## src/rtl/exu_muldiv_if.sv

```systemverilog
// Request/writeback bundle for the RV32M iterative multiply/divide unit.
// The slave side is the unit; the master side is decode plus writeback.
interface exu_muldiv_if #(
  parameter int XLEN = 32
) ();
  logic            i_valid;
  logic            o_ready;
  logic [7:0]      i_op;
  logic [XLEN-1:0] i_rs1;
  logic [XLEN-1:0] i_rs2;
  logic [4:0]      i_rdidx;
  logic            o_valid;
  logic            i_ready;
  logic [XLEN-1:0] o_wbck_wdat;
  logic [4:0]      o_wbck_rdidx;

  modport slave (
    input  i_valid, i_op, i_rs1, i_rs2, i_rdidx, i_ready,
    output o_ready, o_valid, o_wbck_wdat, o_wbck_rdidx
  );

  modport master (
    output i_valid, i_op, i_rs1, i_rs2, i_rdidx, i_ready,
    input  o_ready, o_valid, o_wbck_wdat, o_wbck_rdidx
  );
endinterface

```

## src/rtl/exu_muldiv.sv

```systemverilog
// RV32M multiply/divide: radix-2 shift-add multiply, restoring divide,
// both on operand magnitudes with a final sign fix.
module exu_muldiv #(
  parameter int XLEN = 32
) (
  input  logic          clk,
  input  logic          rst,
  input  logic          i_flush,
  output logic          o_busy,
  exu_muldiv_if.slave   bus
);
  localparam logic [2:0] IDLE = 3'd0;
  localparam logic [2:0] PREP = 3'd1;
  localparam logic [2:0] ITER = 3'd2;
  localparam logic [2:0] FIX  = 3'd3;
  localparam logic [2:0] DONE = 3'd4;

  localparam logic [XLEN-1:0] SMIN = {1'b1, {(XLEN-1){1'b0}}};

  logic [2:0]        state;
  logic [4:0]        cnt;
  logic [7:0]        op_q;
  logic [XLEN-1:0]   rs1_q;
  logic [XLEN-1:0]   rs2_q;
  logic [XLEN-1:0]   wdat_q;
  logic [2*XLEN-1:0] p;
  logic              neg_q;
  logic [4:0]        rdidx_q;

  logic [7:0] op_lo;
  logic is_mul, is_mulh, is_mulhsu, is_mulhu;
  logic is_div, is_divu, is_rem, is_remu;
  logic mul_grp, rem_grp;
  logic neg1, neg2, neg_res, div0, ovf;
  logic [XLEN-1:0] mag1, mag2;

  always_comb begin
    op_lo     = op_q & (~op_q + 8'd1);
    is_mul    = op_lo[0] | ~|op_q;
    is_mulh   = op_lo[1];
    is_mulhsu = op_lo[2];
    is_mulhu  = op_lo[3];
    is_div    = op_lo[4];
    is_divu   = op_lo[5];
    is_rem    = op_lo[6];
    is_remu   = op_lo[7];
    mul_grp   = is_mul | is_mulh | is_mulhsu | is_mulhu;
    rem_grp   = is_rem | is_remu;
    neg1 = (is_mul | is_mulh | is_mulhsu | is_div | is_rem)
         & rs1_q[XLEN-1];
    neg2 = (is_mul | is_mulh | is_div | is_rem)
         & rs2_q[XLEN-1];
    mag1    = neg1 ? -rs1_q : rs1_q;
    mag2    = neg2 ? -rs2_q : rs2_q;
    neg_res = rem_grp ? neg1 : (neg1 ^ neg2);
    div0    = ~mul_grp & (rs2_q == '0);
    ovf     = (is_div | is_rem) & (rs1_q == SMIN)
            & (rs2_q == '1);
  end

  // p holds {acc_hi, multiplier} or {remainder, dividend/quotient}
  logic [XLEN:0]     mul_sum;
  logic [2*XLEN-1:0] mul_nxt;
  logic [XLEN:0]     div_sh;
  logic              div_ge;
  logic [XLEN-1:0]   rem_sub;
  logic [2*XLEN-1:0] div_nxt;

  always_comb begin
    mul_sum = {1'b0, p[2*XLEN-1:XLEN]}
            + (p[0] ? {1'b0, rs2_q} : '0);
    mul_nxt = {mul_sum, p[XLEN-1:1]};
    div_sh  = {p[2*XLEN-1:XLEN], p[XLEN-1]};
    div_ge  = div_sh >= {1'b0, rs2_q};
    rem_sub = div_sh[XLEN-1:0] - rs2_q;
    div_nxt = {div_ge ? rem_sub : div_sh[XLEN-1:0],
               p[XLEN-2:0], div_ge};
  end

  logic [2*XLEN-1:0] prod;
  logic [XLEN-1:0]   quo;
  logic [XLEN-1:0]   rmd;
  logic [XLEN-1:0]   res;

  always_comb begin
    prod = neg_q ? -p : p;
    quo  = neg_q ? -p[XLEN-1:0] : p[XLEN-1:0];
    rmd  = neg_q ? -p[2*XLEN-1:XLEN] : p[2*XLEN-1:XLEN];
    if (is_mul)       res = prod[XLEN-1:0];
    else if (mul_grp) res = prod[2*XLEN-1:XLEN];
    else if (rem_grp) res = rmd;
    else              res = quo;
  end

  always_ff @(posedge clk) begin
    if (rst) begin
      state   <= IDLE;
      cnt     <= '0;
      op_q    <= '0;
      rs1_q   <= '0;
      rs2_q   <= '0;
      wdat_q  <= '0;
      p       <= '0;
      neg_q   <= 1'b0;
      rdidx_q <= '0;
    end else if (i_flush) begin
      state <= IDLE;
    end else begin
      case (state)
        IDLE: if (bus.i_valid) begin
          op_q    <= bus.i_op;
          rs1_q   <= bus.i_rs1;
          rs2_q   <= bus.i_rs2;
          rdidx_q <= bus.i_rdidx;
          state   <= PREP;
        end
        PREP: begin
          p     <= {{XLEN{1'b0}}, mag1};
          rs2_q <= mag2;
          neg_q <= neg_res;
          cnt   <= 5'd31;
          if (div0) begin
            wdat_q <= rem_grp ? rs1_q : '1;
            state  <= DONE;
          end else if (ovf) begin
            wdat_q <= is_div ? SMIN : '0;
            state  <= DONE;
          end else begin
            state <= ITER;
          end
        end
        ITER: begin
          p   <= mul_grp ? mul_nxt : div_nxt;
          cnt <= cnt - 5'd1;
          if (cnt == 5'd0) state <= FIX;
        end
        FIX: begin
          wdat_q <= res;
          state  <= DONE;
        end
        DONE: if (bus.i_ready) state <= IDLE;
        default: state <= IDLE;
      endcase
    end
  end

  assign bus.o_ready      = (state == IDLE);
  assign bus.o_valid      = (state == DONE) & ~i_flush;
  assign bus.o_wbck_wdat  = wdat_q;
  assign bus.o_wbck_rdidx = rdidx_q;
  assign o_busy           = (state != IDLE);
endmodule
```

## src/flat_wrapper.sv

```systemverilog
// flat-port wrapper written by rule: the top's interface ports become plain ports
module exu_muldiv_flat 
#(
  parameter int XLEN = 32
)
  (clk, rst, i_flush, o_busy, bus_i_valid, bus_i_op, bus_i_rs1, bus_i_rs2, bus_i_rdidx, bus_i_ready, bus_o_ready, bus_o_valid, bus_o_wbck_wdat, bus_o_wbck_rdidx);
  exu_muldiv_if #(.XLEN(XLEN)) bus_i ();
  input  logic clk;
  input  logic rst;
  input  logic i_flush;
  output logic o_busy;
  input wire logic [$bits(bus_i.i_valid)-1:0] bus_i_valid;
  input wire logic [$bits(bus_i.i_op)-1:0] bus_i_op;
  input wire logic [$bits(bus_i.i_rs1)-1:0] bus_i_rs1;
  input wire logic [$bits(bus_i.i_rs2)-1:0] bus_i_rs2;
  input wire logic [$bits(bus_i.i_rdidx)-1:0] bus_i_rdidx;
  input wire logic [$bits(bus_i.i_ready)-1:0] bus_i_ready;
  output wire logic [$bits(bus_i.o_ready)-1:0] bus_o_ready;
  output wire logic [$bits(bus_i.o_valid)-1:0] bus_o_valid;
  output wire logic [$bits(bus_i.o_wbck_wdat)-1:0] bus_o_wbck_wdat;
  output wire logic [$bits(bus_i.o_wbck_rdidx)-1:0] bus_o_wbck_rdidx;
  assign bus_i.i_valid = bus_i_valid;
  assign bus_i.i_op = bus_i_op;
  assign bus_i.i_rs1 = bus_i_rs1;
  assign bus_i.i_rs2 = bus_i_rs2;
  assign bus_i.i_rdidx = bus_i_rdidx;
  assign bus_i.i_ready = bus_i_ready;
  assign bus_o_ready = bus_i.o_ready;
  assign bus_o_valid = bus_i.o_valid;
  assign bus_o_wbck_wdat = bus_i.o_wbck_wdat;
  assign bus_o_wbck_rdidx = bus_i.o_wbck_rdidx;
  exu_muldiv #(.XLEN(XLEN)) u_core (.clk(clk), .rst(rst), .i_flush(i_flush), .o_busy(o_busy), .bus(bus_i));
endmodule
```

## config.mk

```make
export PLATFORM = sky130hd
export DESIGN_NAME = exu_muldiv_flat
export DESIGN_NICKNAME = d
export VERILOG_FILES = /design/src/rtl/exu_muldiv_if.sv /design/src/rtl/exu_muldiv.sv /design/src/flat_wrapper.sv
export SDC_FILE = /design/constraint.sdc
export NUM_CORES = 1
export LEC_CHECK = 0
export BUFFER_PORTS_ARGS = -buffer_cell sky130_fd_sc_hd__buf_2
export CELL_PAD_IN_SITES_DETAIL_PLACEMENT = 0
export CELL_PAD_IN_SITES_GLOBAL_PLACEMENT = 1
export CORE_MARGIN = 2
export CORE_UTILIZATION = 41
export DETAILED_ROUTE_END_ITERATION = 10
export HOLD_SLACK_MARGIN = 0.15
export MAX_ROUTING_LAYER = met4
export PLACE_DENSITY = 0.79
export RECOVER_POWER = 25
export SLEW_MARGIN = 40
export SYNTH_ARGS = -nofsm -noshare
export SYNTH_HDL_FRONTEND = slang
export SYNTH_SLANG_ARGS = --single-unit
```

## constraint.sdc

```tcl
create_clock -name clk -period 3.6 [get_ports clk]
set_input_delay 0.18 -clock clk [delete_from_list [all_inputs] [get_ports clk]]
set_output_delay 0.18 -clock clk [all_outputs]
set_load 0.05 [all_outputs]
```

==> results of run 1 <==
## power by group through the flow
stage | logic (uW) | clock network (uW) | registers [uW]
after floorplan | 872 | 0 | 2180
after global placement | 1390 | 0 | 2200
after detailed placement | 1400 | 0 | 2200
after CTS | 1480 | 2010 | 2150
after global routing | 1650 | 2080 | 2160
final | 1530 | 1990 | 2160
## cell usage in the layout, fill, tap and decap left out, types with 9 or more instances in the layout
cell type	synthesis	layout
a211oi_1	25	24
a21o_1	32	32
a21oi_1	224	222
a221o_1	9	9
a221oi_1	11	11
a22oi_1	23	23
a311oi_1	14	14
a31oi_1	24	24
and3_1	15	15
buf_2	3	80
buf_4	0	151
clkbuf_1	141	42
clkbuf_16	0	17
dfxtp_1	182	181
dlygate4sd3_1	0	83
ha_1	71	70
inv_1	67	65
mux2i_1	15	15
nand2_1	313	313
nand2b_1	22	21
nand3_1	61	61
nand4_1	22	22
nor2_1	234	228
nor2b_1	13	13
nor3_1	66	63
nor4_1	21	20
o211ai_1	45	45
o21a_1	11	11
o21ai_0	147	145
o221ai_1	10	10
o22ai_1	29	29
o31ai_1	37	37
o41ai_1	14	14
or2_2	14	13
or3_1	25	25
or4_1	22	22
xnor2_1	81	81
xor2_1	61	61
## routing by layer
metal | wire length, um | vias up | track usage, % | part of all wire, %
li1 | - | 8548 | - | -
met1 | 28400 | 8756 | 44.6 | 43
met2 | 29700 | 859 | 52.5 | 45
met3 | 5270 | 114 | 4.67 | 8.0
met4 | 2360 | 0 | 12.7 | 3.6
met5 | 0 | - | - | 0
## through the flow
stage          power (uW)  util, %  hold slack (ns)
3_5_place_dp         3600     46.4            0.426
2_1_floorplan        3050        -            0.316
3_3_place_gp         3590     46.4            0.420
6_report             5680     50.3            0.185
5_1_grt              5880     50.3            0.245
4_1_cts              5640     50.2            0.157
## state kept, by name, indices dropped and copies added, names as in the netlist
| register | flops |
|---|---|
| u_core.bus.o_wbck_rdidx | 5 |
| u_core.bus.o_wbck_wdat | 32 |
| u_core.cnt | 5 |
| u_core.neg_q | 1 |
| u_core.op_q | 8 |
| u_core.p | 64 |
| u_core.rs1_q | 32 |
| u_core.rs2_q | 32 |
| u_core.state | 3 |
## repair_timing
| item | in CTS | in global routing |
|---|---|---|
| buffers inserted | 0 | 4 |
| setup endpoints to repair | 0 | 18 |
| hold buffers | 83 | 0 |
| resized for setup | 0 | 9 |
| hold endpoints to repair | 87 | 0 |
## logic make-up (layout without fill, tap and decap cells)
kind of cell	count (synthesis)	after routing	share of synthesized area, %
compound gates	727	727	30.1
xor+xnor	142	142	8.05
fa+ha+maj	73	73	6.01
buf+inv	224	461	5.47
flops	182	182	23.6
mux	15	15	0.972
other cells	0	2	0
simple gates	863	863	25.8
## worst register-to-register path, stage by stage, from the launching register on
cell and delay, ns:
dfxtp_1 0.32, inv_2 0.09, ha_2 0.21, or4b_4 0.48, or3_4 0.38, nor4_4 0.33
and4_4 0.27, nor3_2 0.05, or3_1 0.42, buf_4 0.18, or4_1 0.50, o211ai_1 0.10
## cell type report
type                            count  area share (%)
Clock inverter                     10           0.585
Inverter                           67            1.34
Tap cell                          511            3.40
Antenna cell                        2          0.0266
Clock buffer                       21            2.55
Sequential cell                   182            19.4
Multi-Input combinational cell   1820            58.7
Timing Repair Buffer              363            14.1
## cell usage after synthesis (13+ instances only)
cell	count
ha_1	71
inv_1	67
a31oi_1	24
nand4_1	22
or3_1	25
a21o_1	32
xnor2_1	81
a211oi_1	25
or2_2	14
o22ai_1	29
a311oi_1	14
a21oi_1	224
nor2_1	234
nand2_1	313
and3_1	15
o211ai_1	45
o41ai_1	14
dfxtp_1	182
nand2b_1	22
buf_1	13
or4_1	22
o21ai_0	147
nor3_1	66
nand3_1	61
a22oi_1	23
mux2i_1	15
nor4_1	21
nor2b_1	13
xor2_1	61
o31ai_1	37
clkbuf_1	141
## worst paths after layout
kind | end | slack (ns) | startpoint | depth (start not counted)
setup / recovery | u_core.bus.o_wbck_wdat[19] | 0.18 | u_core.rs2_q[1] | 11
hold / removal | u_core.rs2_q[30] | 0.19 | bus_i_rs2[30] | 4
setup reg to reg | u_core.bus.o_wbck_wdat[19] | 0.18 | u_core.rs2_q[1] | 11
hold reg to reg | u_core.bus.o_wbck_rdidx[2] | 0.46 | u_core.bus.o_wbck_rdidx[2] | 2
==> summary.md, run 1 <==
| Metric | Value |
|---|---|
| Sequential share of power | 38.0% |
| Die Wd | 198 um |
| Largest net degree at the start of global routing | 82 |
| DRT Pass-1 Iters | 6 |
| Warning count from the yosys run | 0 |
| Maximum fanout along the worst path | 4 |
| Hold WC Path Type | input port to register |
| Req. time, crit path | a little under 4 ns |
| Cell taking the most area after synthesis | dfxtp_1 |
| Worst-path clk slew | 0.08 ns |
| Ordered cell list for the critical path | inv_2 -> ha_2 -> or4b_4 -> or3_4 -> nor4_4 -> and4_4 -> nor3_2 -> or3_1 -> buf_4 -> or4_1 -> o211ai_1 |
| Detailed Route WL | 65.7 mm |
| DIE HEIGHT | 198 um |
| Area contributors post-synth | dfxtp_1 (24%), nand2_1 (7.6%), a21oi_1 (7.3%) |
| Fin. max-slew vios | 0 |
| Initial antenna violation count | 1 |
| Share of total power in combinational logic | between 20% and 30% |
| Layout Nets | ~2600 |
| Worst setup EP type | register |
| Final min period | approximately 3.4 ns |
| Seq/Total Area, Yosys | 23.6% |
| Endpoints failing setup | 0 |
| Worst-margin pin slew | 1.28 ns |
| DR vias/cell | 6.14 |
| H-tree depth | 4 |
| Synthesized area per cell | 6.94 sq um |
| Hpwl dp | 50.2 mm |
| Maxcap violations | 0 |
| Fin area | 0.0188 sq mm |
| Power per cell area | 302 mW/mm^2 |
| Crit-path slowest cell | or4_1 |
| Finished Layout Cells | 2976 |
| Total negative slack | 0 ns |
| Vias post-DR | around 18000 |
| GPL Wtd Cong | between 1 and 1.5 |
| Clock Latency Late Sink | 0.47 ns |
| Crit path DAT | 3.81 ns |
| IO Port Bufs | 121 |
| Final hold violation count | 0 |
| Peak supply drop | 0.363 mV |
| Kind of cell adding the most delay to the critical path | simple AND/OR/NAND/NOR gates |
| Core area | 0.0374 sq mm |
| P_sw | slightly below 2000 uW |
| Number of buffers created by CTS | 17 |
| Yosys top cell area share | a little under a quarter |
| P_int | 3690 uW |
| Syn Inst Count | roughly 2200 |
| RSZ-0062 raised after global routing | no |
| Synth Cell Area | 0.0154 sq mm |
| Top Ports | 122 |
| First-pass GRT wire length | 98.9 mm |
| Post-synthesis cell type count | 76 |
| Top FF cell, synth | dfxtp_1 |
| Buf/Inv on CP | 2 |
| Sw Ratio | between 30% and 40% |
| Longest Clk Path Bufs | 2 |
| Final ANT Viol Nets | 0 |
| FILL cells | approximately 3800 |
| 1st-iter DRT viols | 1845 |
| Pre-CTS setup slack | 0.0995 ns |
| CTS Sinks | 182 |
| Number of remaining DRC errors | 0 |
| Clock network power share | a little over a third |
| Total Routing Usage GR | between 30% and 40% |
| Placed Area | ~0.017 sq mm |
| Dpl cells | 2855 |
| Slowest Stage Delay on Critical Path | 0.50 ns |
| Root buf cell | clkbuf_16 |
| Synthesized net count | 2381 |
| Layout cell share with drive strength beyond 1 | 13.0% |
| Initial core utilization | 41.3% |
| Critical Setup Path Class | register to register |
| Clock Skew | ~0.021 ns |
| Crit share post-route | 95.1% |
| Startpoint Class | register |
| P_leak | 0.00751 uW |
| P&R area growth vs syn | 21.9% |
| Gr ovfl total | 0 |
| Run status | finished clean |
| Highest clock rate | about 0.3 GHz |
| Vias in the first global route | around 17000 |
| Max_slew headroom | 14.9% |
| TritonCTS clock tree | yes |
| Reg area | 0.00364 sq mm |
| Multi-input gate area | approximately 0.011 sq mm |
| FF+latch count, synth | approximately 180 |
| Routed len/inst | 22.1 um |
| Synth async-reset ratio | 0% |
| Rows | 71 |
| Final WS setup | 0.176 ns |
| Die area | 0.0392 sq mm |
| Post-synth EDFFs | 0 |
Power figures use the tool's default switching activity.
==> run 2, diff against run 1 <==
--- a/config.mk
+++ b/config.mk
@@ -11,7 +11,8 @@
 export CORE_MARGIN = 2
 export CORE_UTILIZATION = 41
 export DETAILED_ROUTE_END_ITERATION = 10
-export HOLD_SLACK_MARGIN = 0.15
+export GPL_ROUTABILITY_DRIVEN = 0
+export HOLD_SLACK_MARGIN = 0.1
 export MAX_ROUTING_LAYER = met4
 export PLACE_DENSITY = 0.79
 export RECOVER_POWER = 25
==> constraint.sdc (replaced) <==
create_clock -name clk -period 3.6 [get_ports clk]
set_input_delay 0.36 -clock clk [delete_from_list [all_inputs] [get_ports clk]]
set_output_delay 0.36 -clock clk [all_outputs]
set_load 0.05 [all_outputs]
==> run 2 against run 1 <==
  * The flow now finishes with violations (max-capacitance violations, max-slew violations)
  * Via count decreased by 1.9%
  * Sequential share of layout area rose by 1.2 points
  * First-iteration DRC count up 8.7%
  * Critical endpoint is now u_core.bus.o_wbck_wdat[30]
  * Routed wire length decreased by 4.0%
  * Clock-buffer cell count is 4 lower
  * Maximum frequency is 0.76% lower
  * Largest cell class unchanged
  * Non-clock buffer count is 120 lower
  * Setup slack worse by 0.026 ns
  * Core utilization decreased by 3.0 points
  * Critical path depth did not move
  * Power fell by 1.8%
==> summary.md, run 2 (synthesis gave the netlist of run 1 again) <==
| Metric | Value |
|---|---|
| Hold Buf Count CTS | 0 (-100%) |
| Final min period | 3.45 ns (+0.0262 ns) |
| Maxcap violations | 1 (+1) |
| Sequential share of power | 38.8% (+0.8 points) |
| P_sw | 2020 uW (+1.9%) |
| Hpwl dp | 48.3 mm (-3.8%) |
| Total Routing Usage GR | 32.1% (-1.7 points) |
| Post_cts resized | 0 (unchanged) |
| Initial antenna violation count | 1 (unchanged) |
| Biggest register | u_core.p |
| Crit share post-route | 95.8% (+0.73 points) |
| Commonest non-fill, non-tap cell in the layout | nand2_1 |
| TritonCTS clock tree | yes |
| RSZ-0062 raised after global routing | no |
| Initial core utilization | 41.3% (unchanged) |
| Layout cell share with drive strength beyond 1 | 12.0% (-0.96 points) |
| Worst setup EP type | register |
| Routed len/inst | 22.1 um (about the same) |
| Number of remaining DRC errors | 0 (unchanged) |
| Largest net degree at the start of global routing | 87 (+6.1%) |
| Fin. max-slew vios | 57 (+57) |
| Highest clock rate | 0.290 GHz (-0.76%) |
| Violated checks | max-capacitance violations, max-slew violations |
| Run status | finished with violations |
| Clock network power share | 35.7% (+0.6 points) |
| Critical Setup Path Class | register to register |
| Rows | 71 (unchanged) |
| Crit path DAT | 3.84 ns (+0.03 ns) |
| Longest Clk Path Bufs | 2 (unchanged) |
| Top Ports | 122 (unchanged) |
| DRT Pass-1 Iters | 7 (+1) |
| First-pass GRT wire length | 94.7 mm (-4.2%) |
| DR vias/cell | 6.28 (+2.2%) |
| Maximum fanout along the worst path | 5 (+1) |
| Hold WC Path Type | input port to register |
| Final WS setup | 0.150 ns (-0.0262 ns) |
| P&R area growth vs syn | 14.6% |
| R2r setup slk | 0.15 ns (-0.03 ns) |
| Vias in the first global route | 15800 (-4.4%) |
| Die area | 0.0392 sq mm (unchanged) |
| Worst-path clk slew | 0.08 ns (about the same) |
| Vias post-DR | 17900 (-1.9%) |
| H-tree depth | 4 (unchanged) |
| Pre-CTS setup slack | 0.130 ns (+0.0302 ns) |
| Post-CTS Setup Inserts | 0 (unchanged) |
| Power per cell area | 315 mW/mm^2 (+4.4%) |
| Most frequent cells in the layout | nand2_1 (313), nor2_1 (228), a21oi_1 (222) |
| Final hold violation count | 0 (unchanged) |
| Ant diodes | 0 (-2) |
| Core area | 0.0374 sq mm (unchanged) |
| Total negative slack | 0 ns (unchanged) |
| Layout Nets | 2486 (-4.6%) |
| Number of buffers created by CTS | 17 (unchanged) |
| Startpoint Class | register |
| P_leak | 0.00697 uW (-7.2%) |
| Detailed Route WL | 63.0 mm (-4.0%) |
| DIE HEIGHT | 198 um (unchanged) |
| CTS Sinks | 182 (unchanged) |
| Worst-margin pin slew | 2.05 ns (+0.773 ns) |
| Clock Skew | 0.0215 ns (+0.000659 ns) |
| Root buf cell | clkbuf_16 |
| Sw Ratio | 36.3% (+1.3 points) |
| IO Port Bufs | 121 (unchanged) |
| Req. time, crit path | 3.99 ns (about the same) |
| Gr ovfl total | 0 (unchanged) |
| Peak supply drop | 0.301 mV (-17%) |
| Largest register FFs | 64 (unchanged) |
| Die Wd | 198 um (unchanged) |
| Share of total power in combinational logic | 25.6% (-1.4 points) |
| P_int | 3550 uW (-3.8%) |
| Max_slew headroom | -36.6% (-52 points) |
| Clock Latency Late Sink | 0.46 ns (about the same) |
| Endpoints failing setup | 0 (unchanged) |
| Final ANT Viol Nets | 0 (unchanged) |
| 1st-iter DRT viols | 2006 (+8.7%) |
-- run 2: routing by layer --
metal | part of all wire [%] | vias to the layer above | global-route usage [%]
li1 | - | 8320 | -
met1 | 43 | 8532 | 43.1
met2 | 44 | 940 | 48.5
met3 | 9.1 | 133 | 5.06
met4 | 4.0 | 0 | 11.9
met5 | 0 | - | -
-- run 2: path summary, 6_finish.rpt --
check,end,from,depth (start not counted)
min reg2reg,u_core.bus.o_wbck_rdidx[1],u_core.bus.o_wbck_rdidx[1],2
max,u_core.bus.o_wbck_wdat[30],u_core.rs2_q[1],11
min,u_core.op_q[7],bus_i_op[7],3
max reg2reg,u_core.bus.o_wbck_wdat[30],u_core.rs2_q[1],11
-- run 2: metrics by stage --
step                total power (uW)  cells  instance area, sq um  hold WS [ns]  util, %
floorplan                       3050   2226                 15400         0.443        -
global placement                3570   2823                 17200         0.443     45.9
detailed placement              3580   2823                 17200         0.444     45.9
CTS                             5540   2855                 17700         0.122     47.4
global route                    5760   2855                 17700         0.121     47.3
finish                          5570   2855                 17700         0.134     47.3
-- run 2: cell type report --
class	count	area (sq um)
clock inverters	15	159
multi-input cells	1820	11000
clock buffers	17	425
fillers	3810	19700
well taps	511	639
inverters	67	251
flip-flops and latches	182	3640
repair buffers	243	1550
-- run 2: critical path: stages, from the launching register on --
cell and delay [ns]:
dfxtp_1 0.32, inv_1 0.07, ha_1 0.21, or4b_4 0.50, or3_4 0.38, nor4_4 0.36, and4_4 0.31, nor3_2 0.07
or3_4 0.38, or3_1 0.39, a221o_1 0.28, o22ai_1 0.10
-- run 2: power by group through the flow --
| stage | Clock (uW) | Sequential [uW] | Combinational, uW |
|---|---|---|---|
| 2_1_floorplan | 0 | 2180 | 872 |
| 3_3_place_gp | 0 | 2200 | 1370 |
| 3_5_place_dp | 0 | 2200 | 1380 |
| 4_1_cts | 2000 | 2160 | 1390 |
| 5_1_grt | 2070 | 2170 | 1520 |
| 6_report | 1990 | 2160 | 1420 |
==> run 3, diff against run 2 <==
--- a/config.mk
+++ b/config.mk
@@ -5,9 +5,10 @@
 export SDC_FILE = /design/constraint.sdc
 export NUM_CORES = 1
 export LEC_CHECK = 0
-export BUFFER_PORTS_ARGS = -buffer_cell sky130_fd_sc_hd__buf_2
+export BUFFER_PORTS_ARGS = -buffer_cell sky130_fd_sc_hd__buf_4
 export CELL_PAD_IN_SITES_DETAIL_PLACEMENT = 0
 export CELL_PAD_IN_SITES_GLOBAL_PLACEMENT = 1
+export CORE_ASPECT_RATIO = 1.1
 export CORE_MARGIN = 2
 export CORE_UTILIZATION = 41
 export DETAILED_ROUTE_END_ITERATION = 10
==> run 3 against run 2 <==
  * The run now ends clean
  * Combinational power hardly changed
  * Register-to-register slack hardly changed
  * Sequential power hardly changed
  * Maximum frequency is 0.34% higher
  * Hold slack better by 0.0036 ns
  * Via count is 1.8% lower
  * First-iteration DRC count is 21% lower
  * Die area hardly changed
  * Global-route usage is 0.15 points higher
  * Largest power group unchanged
==> summary.md, run 3 (synthesis gave the netlist of run 1 again) <==
| Metric | Value |
|---|---|
| Number of buffers created by CTS | 17 (unchanged) |
| Largest register FFs | 64 (unchanged) |
| Maxcap violations | 0 (-1) |
| DRT Pass-1 Iters | 8 (+1) |
| Gr ovfl total | 0 (unchanged) |
| Hpwl dp | 47.9 mm (-0.94%) |
| RSZ-0062 raised after global routing | no |
| Crit share post-route | 95.5% (-0.32 points) |
| Clock Latency Late Sink | 0.47 ns (about the same) |
| First-pass GRT wire length | 96.1 mm (+1.5%) |
| Critical Setup Path Class | register to register |
| Total negative slack | 0 ns (unchanged) |
| Worst r2r path cells | 11 (unchanged) |
| Post_cts resized | 0 (unchanged) |
| Biggest register | u_core.p |
| DIE HEIGHT | 208 um (+4.8%) |
| P_leak | 0.00705 uW (+1.2%) |
| Worst setup EP type | register |
| Root buf cell | clkbuf_16 |
| Layout Nets | 2486 (unchanged) |
| Commonest non-fill, non-tap cell in the layout | nand2_1 |
| Core area | 0.0371 sq mm (-0.73%) |
| Hold WC Path Type | input port to register |
| Worst Setup SP | u_core.rs2_q[0] |
| TritonCTS clock tree | yes |
| FF-to-FF Start | u_core.rs2_q[0] |
| Initial core utilization | 41.6% (+0.30 points) |
| Crit path DAT | 3.83 ns (about the same) |
| Detailed Route WL | 63.2 mm (+0.28%) |
| M1 WL | 25.2 mm (-6.8%) |
| Clock Skew | 0.0113 ns (-0.0102 ns) |
| Routed len/inst | 22.3 um (+0.88%) |
| CTS Sinks | 182 (unchanged) |
| Req. time, crit path | 3.99 ns (about the same) |
| Rows | 74 (+4.2%) |
| Most frequent cells in the layout | nand2_1 (313), nor2_1 (231), a21oi_1 (221) |
| Pre-CTS setup slack | 0.114 ns (-0.0161 ns) |
| Ant diodes | 0 (unchanged) |
| Final ANT Viol Nets | 0 (unchanged) |
| P&R area growth vs syn | 15.9% |
| Top Ports | 122 (unchanged) |
| Vias in the first global route | 16600 (+4.7%) |
| Total Routing Usage GR | 32.3% (+0.15 points) |
| Max_slew headroom | 35.8% (+72 points) |
| Run status | finished clean |
| DR vias/cell | 6.20 (-1.2%) |
| Initial antenna violation count | 0 (-1) |
| Longest Clk Path Bufs | 2 (unchanged) |
| 1st-iter DRT viols | 1589 (-21%) |
| R2r setup slk | 0.16 ns (about the same) |
| Placed Area | 0.0174 sq mm (+1.5%) |
| Layout cell share with drive strength beyond 1 | 12.1% (+0.13 points) |
| Final min period | 3.44 ns (-0.0115 ns) |
| Fin. max-slew vios | 0 (-100%) |
| H-tree depth | 4 (unchanged) |
| Final hold violation count | 0 (unchanged) |
| Die area | 0.0392 sq mm (about the same) |
| Met3 WL post-DR | 3.62 mm (-37%) |
| Number of remaining DRC errors | 0 (unchanged) |
| Maximum fanout along the worst path | 6 (+1) |
| Endpoints failing setup | 0 (unchanged) |
| Hold Buf Count CTS | 0 (unchanged) |
| Vias post-DR | 17600 (-1.8%) |
| Peak supply drop | 0.359 mV (+19%) |
| Highest clock rate | 0.291 GHz (+0.34%) |
| Worst-margin pin slew | 0.963 ns (-1.09 ns) |
| Met2 wire length | 29.4 mm (+5.8%) |
| Worst-path clk slew | 0.07 ns (about the same) |
| Power per cell area | 315 mW/mm^2 (+0.12%) |
| Startpoint Class | register |
| CP endpoint | u_core.bus.o_wbck_wdat[30] |
| Post-CTS Setup Inserts | 0 (unchanged) |
| Final WS setup | 0.161 ns (+0.0115 ns) |
| Largest net degree at the start of global routing | 82 (-5.7%) |
| FF-to-FF End | u_core.bus.o_wbck_wdat[30] |
| Die Wd | 189 um (-4.6%) |
| Fin area | 0.0179 sq mm (+1.1%) |
| IO Port Bufs | 121 (unchanged) |
| Max Used Layer | met4 |
## run 3: layout make-up
cell class | instances | area, sq um
Clock buffer | 19 | 443
Tap cell | 494 | 618
Clock inverter | 13 | 165
Multi-Input combinational cell | 1820 | 11000
Timing Repair Buffer | 243 | 1730
Sequential cell | 182 | 3640
Fill cell | 3869 | 19200
Inverter | 67 | 251
## run 3: routing by layer
metal / track usage, % / up-vias
li1: - / 8305
met1: 38.1 / 8352
met2: 50.9 / 752
met3: 3.28 / 187
met4: 23.4 / 0
met5: - / -
## run 3: worst min-delay path by stage
| stage | from | to | slack (ns) | depth (start not counted) |
|---|---|---|---|---|
| 4_1_cts | bus_i_rs1[9] | u_core.rs1_q[9] | 0.13 | 3 |
| 6_report | bus_i_rs1[9] | u_core.rs1_q[9] | 0.14 | 3 |
| 3_3_place_gp | u_core.bus.o_wbck_rdidx[4] | u_core.bus.o_wbck_rdidx[4] | 0.44 | 2 |
| 2_1_floorplan | u_core.op_q[3] | u_core.op_q[3] | 0.44 | 2 |
| 3_5_place_dp | u_core.bus.o_wbck_rdidx[4] | u_core.bus.o_wbck_rdidx[4] | 0.45 | 2 |
| 5_1_grt | bus_i_rs1[8] | u_core.rs1_q[8] | 0.13 | 3 |
## run 3: report_power, final
part,internal (uW),switching (uW),total [uW]
sequential,2070,85.4,2160
combinational,514,927,1440
clock,1120,926,2050
## run 3: worst max-delay path, cell delays in order, from the launching register on
cell and delay (ns):
dfxtp_1 0.31, inv_1 0.09, ha_2 0.22, or4b_4 0.50, or3_4 0.38, nor4_4 0.28, and4_4 0.32, nor3_2 0.07
or3_1 0.33, or3_1 0.46, a221o_1 0.30, o22ai_1 0.10
## run 3: stage by stage
stage | power [uW] | instances | hold WS [ns] | util (%)
after floorplan | 3050 | 2226 | 0.443 | -
after global placement | 3590 | 2806 | 0.443 | 46.9
after detailed placement | 3600 | 2806 | 0.450 | 46.9
after CTS | 5610 | 2838 | 0.129 | 48.6
after global routing | 5840 | 2838 | 0.134 | 48.2
final | 5640 | 2838 | 0.138 | 48.2
